--- config.mk ---
export PLATFORM = sky130hd
export DESIGN_NAME = uart_rx_frame
export DESIGN_NICKNAME = d
export VERILOG_FILES = /design/src/rtl/uart_rx_frame.sv
export SDC_FILE = /design/constraint.sdc
export NUM_CORES = 1
export LEC_CHECK = 0
export CAP_MARGIN = 0
export CORE_ASPECT_RATIO = 2
export CORE_MARGIN = 2
export CORE_UTILIZATION = 55
export CTS_CLUSTER_SIZE = 14
export DETAILED_ROUTE_END_ITERATION = 10
export PLACE_DENSITY = 0.76
export SLEW_MARGIN = 20
export SYNTH_ARGS = -nofsm -noshare
export SYNTH_HDL_FRONTEND = slang
export SYNTH_SLANG_ARGS = --single-unit
--- constraint.sdc ---
create_clock -name clk -period 3.4 [get_ports clk]
set_clock_uncertainty 0.05 [all_clocks]
set_input_delay 0.68 -clock clk [delete_from_list [all_inputs] [get_ports clk]]
set_output_delay 0.68 -clock clk [all_outputs]
set_load 0.02 [all_outputs]
--- src/rtl/uart_rx_frame.sv ---
// uart_rx_frame: UART receive front end for the host command link.
// Deserialises 8-bit frames (start, 8 data LSB first, parity, stop) from the
// RX pin and presents each byte to the command decoder over a Receive/Received
// request/acknowledge handshake.
//
// Optional build feature:
//   RX_GLITCH_FILTER_EN - when defined, every START/DATA/PARITY/STOP sample is
//   the 2-of-3 majority of the synchronised line at the cycles just before, at
//   and just after the mid-bit point, rejecting single-cycle glitches. Sample
//   timing is the same in both builds.
module uart_rx_frame #(
    parameter int CLK_FREQ   = 100_000_000,
    parameter int BAUD_RATE  = 19_200,
    parameter int PARITY_ODD = 1
) (
    input  logic       clk,
    input  logic       Reset,
    input  logic       Sin,
    input  logic       Received,
    output logic       Receive,
    output logic [7:0] Dout,
    output logic       parityErr,
    output logic       frameErr
);

    localparam int BIT_CNT = CLK_FREQ / BAUD_RATE;
    localparam int HALF    = BIT_CNT / 2;
    localparam int CW      = $clog2(BIT_CNT);

    // Terminal counts: start validated at half a bit, every later bit one full bit on.
    localparam logic [CW-1:0] HALF_LAST = CW'(HALF - 1);
    localparam logic [CW-1:0] BIT_LAST  = CW'(BIT_CNT - 1);
    localparam logic [CW-1:0] CNT_ONE   = CW'(1);
    localparam logic          PAR_ODD   = (PARITY_ODD != 0) ? 1'b1 : 1'b0;

    typedef enum logic [2:0] {
        S_IDLE   = 3'd0,
        S_START  = 3'd1,
        S_DATA   = 3'd2,
        S_PARITY = 3'd3,
        S_STOP   = 3'd4,
        S_ACK    = 3'd5,
        S_BREAK  = 3'd6
    } state_t;

    // True when data plus received parity bit disagree with the configured sense.
    function automatic logic parity_err(input logic [7:0] data, input logic par);
        return ((^{data, par}) != PAR_ODD) ? 1'b1 : 1'b0;
    endfunction

    // 2-of-3 majority vote.
    function automatic logic maj3(input logic a, input logic b, input logic c);
        return (a & b) | (a & c) | (b & c);
    endfunction

    state_t          state_q;
    logic [CW-1:0]   cnt_q;
    logic [2:0]      bit_q;
    logic [7:0]      shift_q;
    logic            perr_q;
    logic            receive_q;
    logic [7:0]      dout_q;
    logic            parity_err_q;
    logic            frame_err_q;

    logic            sync1_q;
    logic            sync2_q;
    logic            bit_s;

`ifdef RX_GLITCH_FILTER_EN
    logic            sync3_q;

    // Synchroniser plus one cycle of history for the majority vote; idles high.
    always_ff @(posedge clk) begin
        if (Reset) begin
            sync1_q <= 1'b1;
            sync2_q <= 1'b1;
            sync3_q <= 1'b1;
        end else begin
            sync1_q <= Sin;
            sync2_q <= sync1_q;
            sync3_q <= sync2_q;
        end
    end

    // sync2_q is the synced line at the sample cycle, sync3_q the cycle before,
    // and sync1_q is the value sync2_q takes on the next cycle. Voting on these
    // centres the window on the sample point without moving it. A metastable
    // sync1_q only matters when the other two disagree, i.e. at a real edge.
    assign bit_s = maj3(sync3_q, sync2_q, sync1_q);
`else
    // Two-flop synchroniser for the asynchronous RX pin; idles high.
    always_ff @(posedge clk) begin
        if (Reset) begin
            sync1_q <= 1'b1;
            sync2_q <= 1'b1;
        end else begin
            sync1_q <= Sin;
            sync2_q <= sync1_q;
        end
    end

    assign bit_s = sync2_q;
`endif

    // Receive FSM: bit timing, deserialisation, parity/stop checks and handshake.
    always_ff @(posedge clk) begin
        if (Reset) begin
            state_q      <= S_IDLE;
            cnt_q        <= '0;
            bit_q        <= 3'd0;
            shift_q      <= 8'h00;
            perr_q       <= 1'b0;
            receive_q    <= 1'b0;
            dout_q       <= 8'h00;
            parity_err_q <= 1'b0;
            frame_err_q  <= 1'b0;
        end else begin
            // frameErr is a single-cycle pulse unless re-asserted below.
            frame_err_q <= 1'b0;
            case (state_q)
                S_IDLE: begin
                    // Start detection uses the plain synced value, even when filtered.
                    if (!sync2_q) begin
                        state_q <= S_START;
                        cnt_q   <= '0;
                    end else begin
                        cnt_q   <= '0;
                    end
                end
                S_START: begin
                    if (cnt_q == HALF_LAST) begin
                        cnt_q <= '0;
                        bit_q <= 3'd0;
                        if (!bit_s) begin
                            state_q <= S_DATA;
                        end else begin
                            // Line went back high before mid start bit: false start.
                            state_q <= S_IDLE;
                        end
                    end else begin
                        cnt_q <= cnt_q + CNT_ONE;
                    end
                end
                S_DATA: begin
                    if (cnt_q == BIT_LAST) begin
                        cnt_q   <= '0;
                        shift_q <= {bit_s, shift_q[7:1]};
                        if (bit_q == 3'd7) begin
                            state_q <= S_PARITY;
                            bit_q   <= 3'd0;
                        end else begin
                            bit_q   <= bit_q + 3'd1;
                        end
                    end else begin
                        cnt_q <= cnt_q + CNT_ONE;
                    end
                end
                S_PARITY: begin
                    if (cnt_q == BIT_LAST) begin
                        cnt_q   <= '0;
                        perr_q  <= parity_err(shift_q, bit_s);
                        state_q <= S_STOP;
                    end else begin
                        cnt_q <= cnt_q + CNT_ONE;
                    end
                end
                S_STOP: begin
                    if (cnt_q == BIT_LAST) begin
                        cnt_q <= '0;
                        if (bit_s) begin
                            // Good stop bit: publish the byte and raise the request.
                            dout_q       <= shift_q;
                            parity_err_q <= perr_q;
                            receive_q    <= 1'b1;
                            state_q      <= S_ACK;
                        end else begin
                            // Stop bit low: discard byte, keep previous Dout/parityErr.
                            frame_err_q  <= 1'b1;
                            state_q      <= S_BREAK;
                        end
                    end else begin
                        cnt_q <= cnt_q + CNT_ONE;
                    end
                end
                S_ACK: begin
                    // Line activity is ignored until the consumer acknowledges.
                    if (Received) begin
                        receive_q <= 1'b0;
                        state_q   <= S_IDLE;
                    end else begin
                        receive_q <= 1'b1;
                    end
                end
                S_BREAK: begin
                    // No start detection until the line has returned to idle.
                    if (sync2_q) begin
                        state_q <= S_IDLE;
                    end else begin
                        state_q <= S_BREAK;
                    end
                end
                default: begin
                    state_q   <= S_IDLE;
                    cnt_q     <= '0;
                    bit_q     <= 3'd0;
                    receive_q <= 1'b0;
                end
            endcase
        end
    end

    assign Receive   = receive_q;
    assign Dout      = dout_q;
    assign parityErr = parity_err_q;
    assign frameErr  = frame_err_q;

endmodule

; Word-level counts from Yosys, hierarchy flattened
; Index checks and enable logic that the tools add are counted.
[word_totals]
ff_bits = 41
latchBits = 0
mem_bits_rw = 0
rom_bits = 0
input_bits = 4
out_inout_bits = 11
elab_cells = 71
n_memories = 0
[op_classes]
add_sub_neg = 2
multipliers = 0
n_div = 0
order_cmp = 0
eq_ne = 17
shifts = 0
muxes = 24
n_bitwise = 4
n_reduce_logical = 13
[ops]
columns = operator, count
row1 = $pmux 13 s3, 1
row2 = $mux 3, 11
row3 = $mux 13, 2
row4 = $pmux 3 s7, 1
row5 = $ne 2x2->1 const B, 8
row6 = $add 13x1->13 const B, 1
row7 = $eq 13x12->1 const B, 1
row8 = $eq 13x13->1 const B, 1
row9 = $eq 3x3->1 const B, 4
row10 = $reduce_or 5->1, 2
row11 = $pmux 3 s3, 1
row12 = $reduce_and 3->1, 3
row13 = $reduce_xor 9->1, 1
row14 = $reduce_and 7->1, 1
row15 = $eq 3x2->1 const B, 2
row16 = $reduce_or 3->1, 2
row17 = $mux 1, 5
row18 = $mux 2, 2
row19 = $not 1->1, 4
row20 = $reduce_and 2->1, 2
row21 = $add 3x1->3 const B, 1
row22 = $eq 3x1->1 const B, 1
row23 = $logic_not 3->1, 1
row24 = $pmux 1 s3, 1
row25 = $reduce_or 2->1, 1

; Depth between registers and ports, before layout
; Gate-level depths: netlist of run 1.
[depth]
depth_word = 4
mapped_depth = 7
mapped_depth_nobuf = 6

; Worst setup path after synthesis of run 1
; OpenSTA, ideal clock, no wires.
[synth_timing]
path_kind = reg2reg
from = reg cnt_q[0]
to = reg cnt_q[11]
setup_time_ps = 74
arrival_time_ps = 1571
t_required_ps = 3276
setup_slack_ps = 1705
path_stages_with_launch = 7
n_path_buf = 0
synth_period_minus_slack_ps = 1695
cell_sequence = dfxtp_1 > ha_1 > and4bb_4 > and3_4 > o2bb2ai_4 > or3b_1 > a31oi_1
[synth_via]
elab_chain_len = 3
word_cells_on_any_way = 6
cone_classes = add/sub: 1 / eq/ne: 2 / mux: 3
[synth_rtl]
columns = item, line_no
row1 = from (decl), 57  ; logic [CW-1:0] cnt_q;
row2 = from (signal assigned), 142  ; cnt_q <= cnt_q + CNT_ONE;
row3 = from (signal assigned), 156  ; cnt_q <= cnt_q + CNT_ONE;
row4 = from (signal assigned), 165  ; cnt_q <= cnt_q + CNT_ONE;
row5 = "$add 13x1->13, or another cell as far along", -
row6 = $mux 13 (on tied branches), -
row7 = $pmux 13 s3 *, 121  ; case (state_q)
; Mark *: on every way between the ends. The rest lies on a longest branch, timed or not.
; A chain may end at the register's enable or synchronous reset.

; Worst setup path after layout of run 1
[layout_timing]
from = reg cnt_q[0]
to = reg bit_q[2]
[layout_via]
elab_chain_len = 3
word_cells_on_any_way = 5
cone_classes = eq/ne: 4 / reduce/logical: 1
[layout_rtl]
columns = item, line_no
row1 = $eq 13x13->1 or $eq 13x12->1 (tied branches), "146, 132"
row2 = $ne 2x2->1 (no source line), -
row3 = $reduce_and 3->1 (no source line) *, -
row4 = to (signal assigned), 153  ; bit_q <= bit_q + 3'd1;
row5 = to (decl), 58  ; logic [2:0] bit_q;
; Marks and branches as above.

==> impl_metrics.yaml, run 1 <==
clock_tree:
  clock_latency_ns: 0.29
  ctsRootBufferMaster: "clkbuf_8"
  ctsHoldBuffers: 0
  clk_pin_slew_ns: 0.08
  cts_tree: "yes"
  cts_max_path_buffers: 2
  cts_resized: 0
  cts_buffers: 5
  htree_levels: 2
  cts.sinks: 41
  cts_setup_buffers: 0
global_routing:
  grt_overflow: 0
  grt_max_degree: 32
  antenna_found_initial: 0
  grt_pass1_wl_um: 6810
  grt_usage: 0.227
  grt_pass1_vias: 1485
floorplanning:
  die_h_um: 89.7
  io_pins: 15
  core_um2: 3570
  rows: 31
  die_w_um: 46.8
  initial_core_util: 0.566
  dieArea_um2: 4200
yosys:
  synthXorXnorAreaFrac: 0.0719
  synth-simple-area-share: 0.254
  yosys.area_share.adder: 0.0186
  synth-async-reset-ratio: 0
  synth.yosys.seq_area_share: 0.407
  synth_compound_area_frac: 0.0918
  avgSynthCellArea_um2: 9.52
  synth_edf_count: 0
  synth_top_family_by_area: "simple AND/OR/NAND/NOR gates"
  yosysWarnings: 0
  netlist_area_um2: 2020
  synth_mux_area_frac: 0.119
  synth_cells: 212
  yosysUniqueCellTypes: 51
  ys_ff_latch: 41
  ys.flop_type: "dfxtp_1"
  syn-num-nets: 219
setup_path:
  ff2ff_setup_slack_ns: 1.24
  crit_path_max_fanout: 9
  required_ns: 3.57
  r2r_end: "bit_q[2]$_SDFFE_PP0P_"
  r2r-start: "cnt_q[0]$_SDFFE_PP0N_"
  end_kind: "flop"
  start_kind: "flop"
  rr_worst_depth: 6
  critPathArrivalTime_ns: 2.33
  crit_type: "reg2reg"
placed_design:
  gp_congestion: 0.889
  dp_hpwl_um: 2950
  place_inst: 265
  io_buffer_count: 14
sta:
  slew_viol_final: 0
  fin_setup_tns_ns: 0
  tightest_slew_ns: 0.623
  finalCritPeriodShare: 0.636
  finalHoldViolations: 0
  slew_headroom: 0.583
  min_period_ns: 2.16
  fmax_mhz: 462
  rsz0062_at_grt: "false"
  finalSetupViolations: 0
pwr:
  swShare: 0.289
  switchingPower_mw: 0.282
  power.density_nw_per_um2: 434
  p_leak_nw: 0.944
  p_seq_frac: 0.536
  total_power_mw: 0.975
  pwr-share-comb: 0.147
  pwr-share-clk: 0.317
  peakVddDrop_uv: 392
  power.internal_mw: 0.693
detailed_routing:
  num_vias: 1544
  drt_iter0_markers: 35
  first_pass_iters: 4
  routedWlPerCell_um: 15.0
  detail-route-antenna-nets: 0
  routed_wl_um: 4090
  via_per_inst: 5.66
  drc: 0
cells_and_area:
  fin_nets: 230
  utilization: 0.630
  syn_to_final_growth_pct: 11.3
  seqCellArea_um2: 821
  mostFrequentLayoutCells: "dfxtp_1, nor2_1, mux2i_1"
  multi_input_area_um2: 1120
  final_common_cell: "dfxtp_1"
  num-fill-cells: 325
  antenna_cells: 0
  stdcell_count: 273
  drive_gt1_frac: 0.116
min_path:
  worstHoldStart: "sync1_q$_SDFF_PP1_"
  hold_path.class: "reg2reg"
  min_path_cells: 1
  min_to: "bit_s$_SDFF_PP1_"
run:
  drv_cap: 0
status:
  outcome: "finished clean"
[registers in the layout, indices dropped and copies added (netlist names)]
signal     flops
cnt_q         13
Dout           8
shift_q        8
bit_q          3
state_q        3
Receive        1
bit_s          1
frameErr       1
parityErr      1
perr_q         1
sync1_q        1
[metal layers]
metal,vias up,part of all wire,track usage
met1,745,0.37,0.229
met3,12,0.030,0.0480
met2,26,0.57,0.412
li1,761,-,-
met4,0,0.034,0.116
met5,-,0,0
[critical path, cell delays in order (launching register included)]
cell	delay (ns)
dfxtp_1	0.39
ha_1	0.25
and4bb_4	0.26
and3_2	0.19
nand3_1	0.40
o211ai_2	0.31
mux2i_1	0.23
[through the flow]
step                      setup slack (ns)  hold WS, ns  area [um^2]
after floorplan                       1.71        0.339         2020
after detailed placement              1.26        0.369         2160
final                                 1.24        0.388         2250
after global routing                  1.02        0.405         2250
after CTS                             1.23        0.396         2250
after global placement                1.30        0.365         2160
[cells by family (layout without fill, tap and decap cells)]
kind of cell             Yosys count  count (layout)
adder cells (fa/ha/maj)            3               3
buffers and inverters             14              26
multiplexers                      24              24
XOR/XNOR                          15              15
flip-flops                        41              41
AND/OR/NAND/NOR                   93              93
AO/OA/AOI/OAI                     22              22
[cell type report]
cell class                 instances  area share
multi-input combinational        157       0.498
sequential                        41       0.365
timing repair buffer              15      0.0657
clock buffer                       5      0.0306
tap                               49      0.0273
clock inverter                     3     0.00780
inverter                           3     0.00501
[power groups by stage]
stage | sequential, mW | clock [mW] | combinational, mW
after floorplan | 0.515 | 0 | 0.145
after detailed placement | 0.533 | 0 | 0.142
after global placement | 0.534 | 0 | 0.140
after CTS | 0.522 | 0.313 | 0.143
final | 0.523 | 0.309 | 0.143
after global routing | 0.527 | 0.332 | 0.159
[Yosys cell counts, drive strengths merged (2+ instances only)]
cell / number / area share
xnor2: 7 / 0.030
mux2i: 24 / 0.12
buf: 5 / 0.021
a21oi: 6 / 0.015
o21ai: 2 / 0.0068
nand2: 16 / 0.030
a31oi: 5 / 0.015
nor2: 33 / 0.063
or2: 2 / 0.0062
ha: 3 / 0.019
xor2: 7 / 0.030
nand4: 3 / 0.0093
nand3: 13 / 0.032
and4bb: 4 / 0.027
dfxtp: 41 / 0.41
and3: 5 / 0.019
clkbuf: 6 / 0.012
nor3: 4 / 0.012
nand3b: 2 / 0.0074
nor3b: 2 / 0.013
inv: 3 / 0.0056
[worst max path at each step]
| stage | from | to | slack (ns) | cells after the start |
|---|---|---|---|---|
| floorplan | cnt_q[0]$_SDFFE_PP0N_ | cnt_q[11]$_SDFFE_PP0N_ | 1.71 | 6 |
| global placement | Reset | cnt_q[5]$_SDFFE_PP0N_ | 1.30 | 5 |
| detailed placement | cnt_q[0]$_SDFFE_PP0N_ | bit_q[2]$_SDFFE_PP0P_ | 1.26 | 6 |
| CTS | cnt_q[0]$_SDFFE_PP0N_ | bit_q[2]$_SDFFE_PP0P_ | 1.23 | 6 |
| global route | state_q[0]$_SDFFE_PP0P_ | cnt_q[11]$_SDFFE_PP0N_ | 1.02 | 5 |
| finish | cnt_q[0]$_SDFFE_PP0N_ | bit_q[2]$_SDFFE_PP0P_ | 1.24 | 6 |
Power figures use the tool's default switching activity.
==> run 2, diff against run 1 <==
--- a/config.mk
+++ b/config.mk
@@ -8,10 +8,10 @@
 export CAP_MARGIN = 0
 export CORE_ASPECT_RATIO = 2
 export CORE_MARGIN = 2
-export CORE_UTILIZATION = 55
+export CORE_UTILIZATION = 52
 export CTS_CLUSTER_SIZE = 14
 export DETAILED_ROUTE_END_ITERATION = 10
-export PLACE_DENSITY = 0.76
+export PLACE_DENSITY = 0.75
 export SLEW_MARGIN = 20
 export SYNTH_ARGS = -nofsm -noshare
 export SYNTH_HDL_FRONTEND = slang
==> constraint.sdc (replaced) <==
create_clock -name clk -period 1.9 [get_ports clk]
set_clock_uncertainty 0.05 [all_clocks]
set_input_delay 0.38 -clock clk [delete_from_list [all_inputs] [get_ports clk]]
set_output_delay 0.38 -clock clk [all_outputs]
set_load 0.02 [all_outputs]
==> run 2 against run 1 <==
Effect of this change: setup slack got worse by 1.1 ns; total power increased by 94%; clock power increased by 100%; non-clock buffer count increased by 14; sequential share of layout area decreased by 2.4 points; final area increased by 7.2%; first-iteration DRC count decreased by 8.6%; final cell count increased by 5.9%; die area increased by 5.4%.
==> impl_metrics.yaml, run 2 (synthesized netlist as in run 1, its figures left out) <==
pwr:
  power.internal_mw: 1.35
  p_seq_frac: 0.484
  swShare: 0.282
  power.density_nw_per_um2: 784
  switchingPower_mw: 0.533
  p_leak_nw: 1.03
  pwr-share-comb: 0.181
  peakVddDrop_uv: 795
  pwr-share-clk: 0.335
run:
  drv_cap: 0
sta:
  min_period_ns: 1.81
  fin_setup_tns_ns: 0
  finalHoldViolations: 0
  finalCritPeriodShare: 0.951
  rsz0062_at_grt: "false"
  worst_slack_ns: 0.0927
  fmax_mhz: 553
  slew_headroom: 0.748
  finalSetupViolations: 0
  tightest_slew_ns: 0.376
  slew_viol_final: 0
cells_and_area:
  final_common_cell: "dfxtp_1"
  regMostFlops: "cnt_q"
  mostFrequentLayoutCells: "dfxtp_1, nor2_1, mux2i_1"
  antenna_cells: 0
  drive_gt1_frac: 0.176
  num-fill-cells: 327
  largest_reg_flops: 13
  fin_nets: 244
  multi_input_area_um2: 1130
  syn_to_final_growth_pct: 19.3
  final_area_um2: 2410
  seqCellArea_um2: 822
min_path:
  hold_path.class: "reg2reg"
detailed_routing:
  first_pass_iters: 4
  num_vias: 1568
  routed_wl_um: 4170
  via_per_inst: 5.43
  drc: 0
  drt_iter0_markers: 32
  routedWlPerCell_um: 14.4
  detail-route-antenna-nets: 0
clock_tree:
  clk_pin_slew_ns: 0.08
  cts.sinks: 41
  htree_levels: 2
  ctsRootBufferMaster: "clkbuf_8"
  cts_buffers: 5
  ctsHoldBuffers: 0
  cts_tree: "yes"
  cts_max_path_buffers: 2
  clock_latency_ns: 0.30
setup_path:
  critPathArrivalTime_ns: 1.98
  start_kind: "flop"
  required_ns: 2.07
  crit_path_max_fanout: 6
  end_kind: "flop"
  crit_type: "reg2reg"
floorplanning:
  die_w_um: 48.1
  io_pins: 15
  rows: 32
  core_um2: 3800
  initial_core_util: 0.531
  dieArea_um2: 4430
  die_h_um: 92.1
global_routing:
  grt_overflow: 0
  grt_usage: 0.215
  grt_max_degree: 30
  grt_pass1_vias: 1495
  grt_pass1_wl_um: 6830
  antenna_found_initial: 0
placed_design:
  io_buffer_count: 14
  place_ws_ns: 0.0844
  postPlaceCellArea_um2: 2290
  dp_hpwl_um: 3020
  gp_congestion: 0.888
status:
  outcome: "finished clean"
## run 2: worst paths after layout
| path | startpoint | end | slack [ns] | depth (start not counted) |
|---|---|---|---|---|
| setup / recovery | cnt_q[0]$_SDFFE_PP0N_ | cnt_q[11]$_SDFFE_PP0N_ | 0.09 | 6 |
| hold / removal | sync1_q$_SDFF_PP1_ | bit_s$_SDFF_PP1_ | 0.37 | 1 |
| setup reg to reg | cnt_q[0]$_SDFFE_PP0N_ | cnt_q[11]$_SDFFE_PP0N_ | 0.09 | 6 |
| hold reg to reg | sync1_q$_SDFF_PP1_ | bit_s$_SDFF_PP1_ | 0.37 | 1 |
## run 2: power by group through the flow
| stage | clock network [mW] | registers [mW] | logic, mW |
|---|---|---|---|
| global placement | 0 | 0.926 | 0.325 |
| detailed placement | 0 | 0.929 | 0.332 |
| CTS | 0.640 | 0.909 | 0.337 |
| finish | 0.632 | 0.914 | 0.341 |
| floorplan | 0 | 0.921 | 0.259 |
| global route | 0.674 | 0.915 | 0.366 |
## run 2: final cells by class
type,count,share of cell area
Timing Repair Buffer,29,0.115
Tap cell,51,0.0265
Clock inverter,1,0.00208
Clock buffer,7,0.0400
Sequential cell,41,0.341
Inverter,3,0.00468
Multi-Input combinational cell,157,0.470
## run 2: worst max-delay path, cell delays in order, from the launching register on
cell and delay [ns]:
dfxtp_1 0.35, ha_4 0.19, and4bb_4 0.20, and3_4 0.20
o2bb2ai_4 0.22, or3b_1 0.37, a31oi_1 0.14
## run 2: per-stage QoR
step	instances	power [mW]	util	hold slack, ns
floorplan	212	1.18	-	0.339
global placement	281	1.25	0.603	0.347
detailed placement	281	1.26	0.603	0.354
CTS	289	1.89	0.630	0.371
global route	289	1.95	0.633	0.381
finish	289	1.89	0.633	0.370
## run 2: per-layer routing
layer / vias up / part of all wire / GRT usage
met1: 734 / 0.40 / 0.251
met2: 29 / 0.53 / 0.347
met3: 12 / 0.026 / 0.0472
met5: - / 0 / 0
li1: 793 / - / -
met4: 0 / 0.035 / 0.106
## run 2: timing repair
| item | 4_1_cts | 5_1_grt |
|---|---|---|
| buffers inserted | 0 | 0 |
| resized for setup | 0 | 3 |
| endpoints found under the hold margin | 0 | 0 |
| setup endpoints to repair | 0 | 16 |
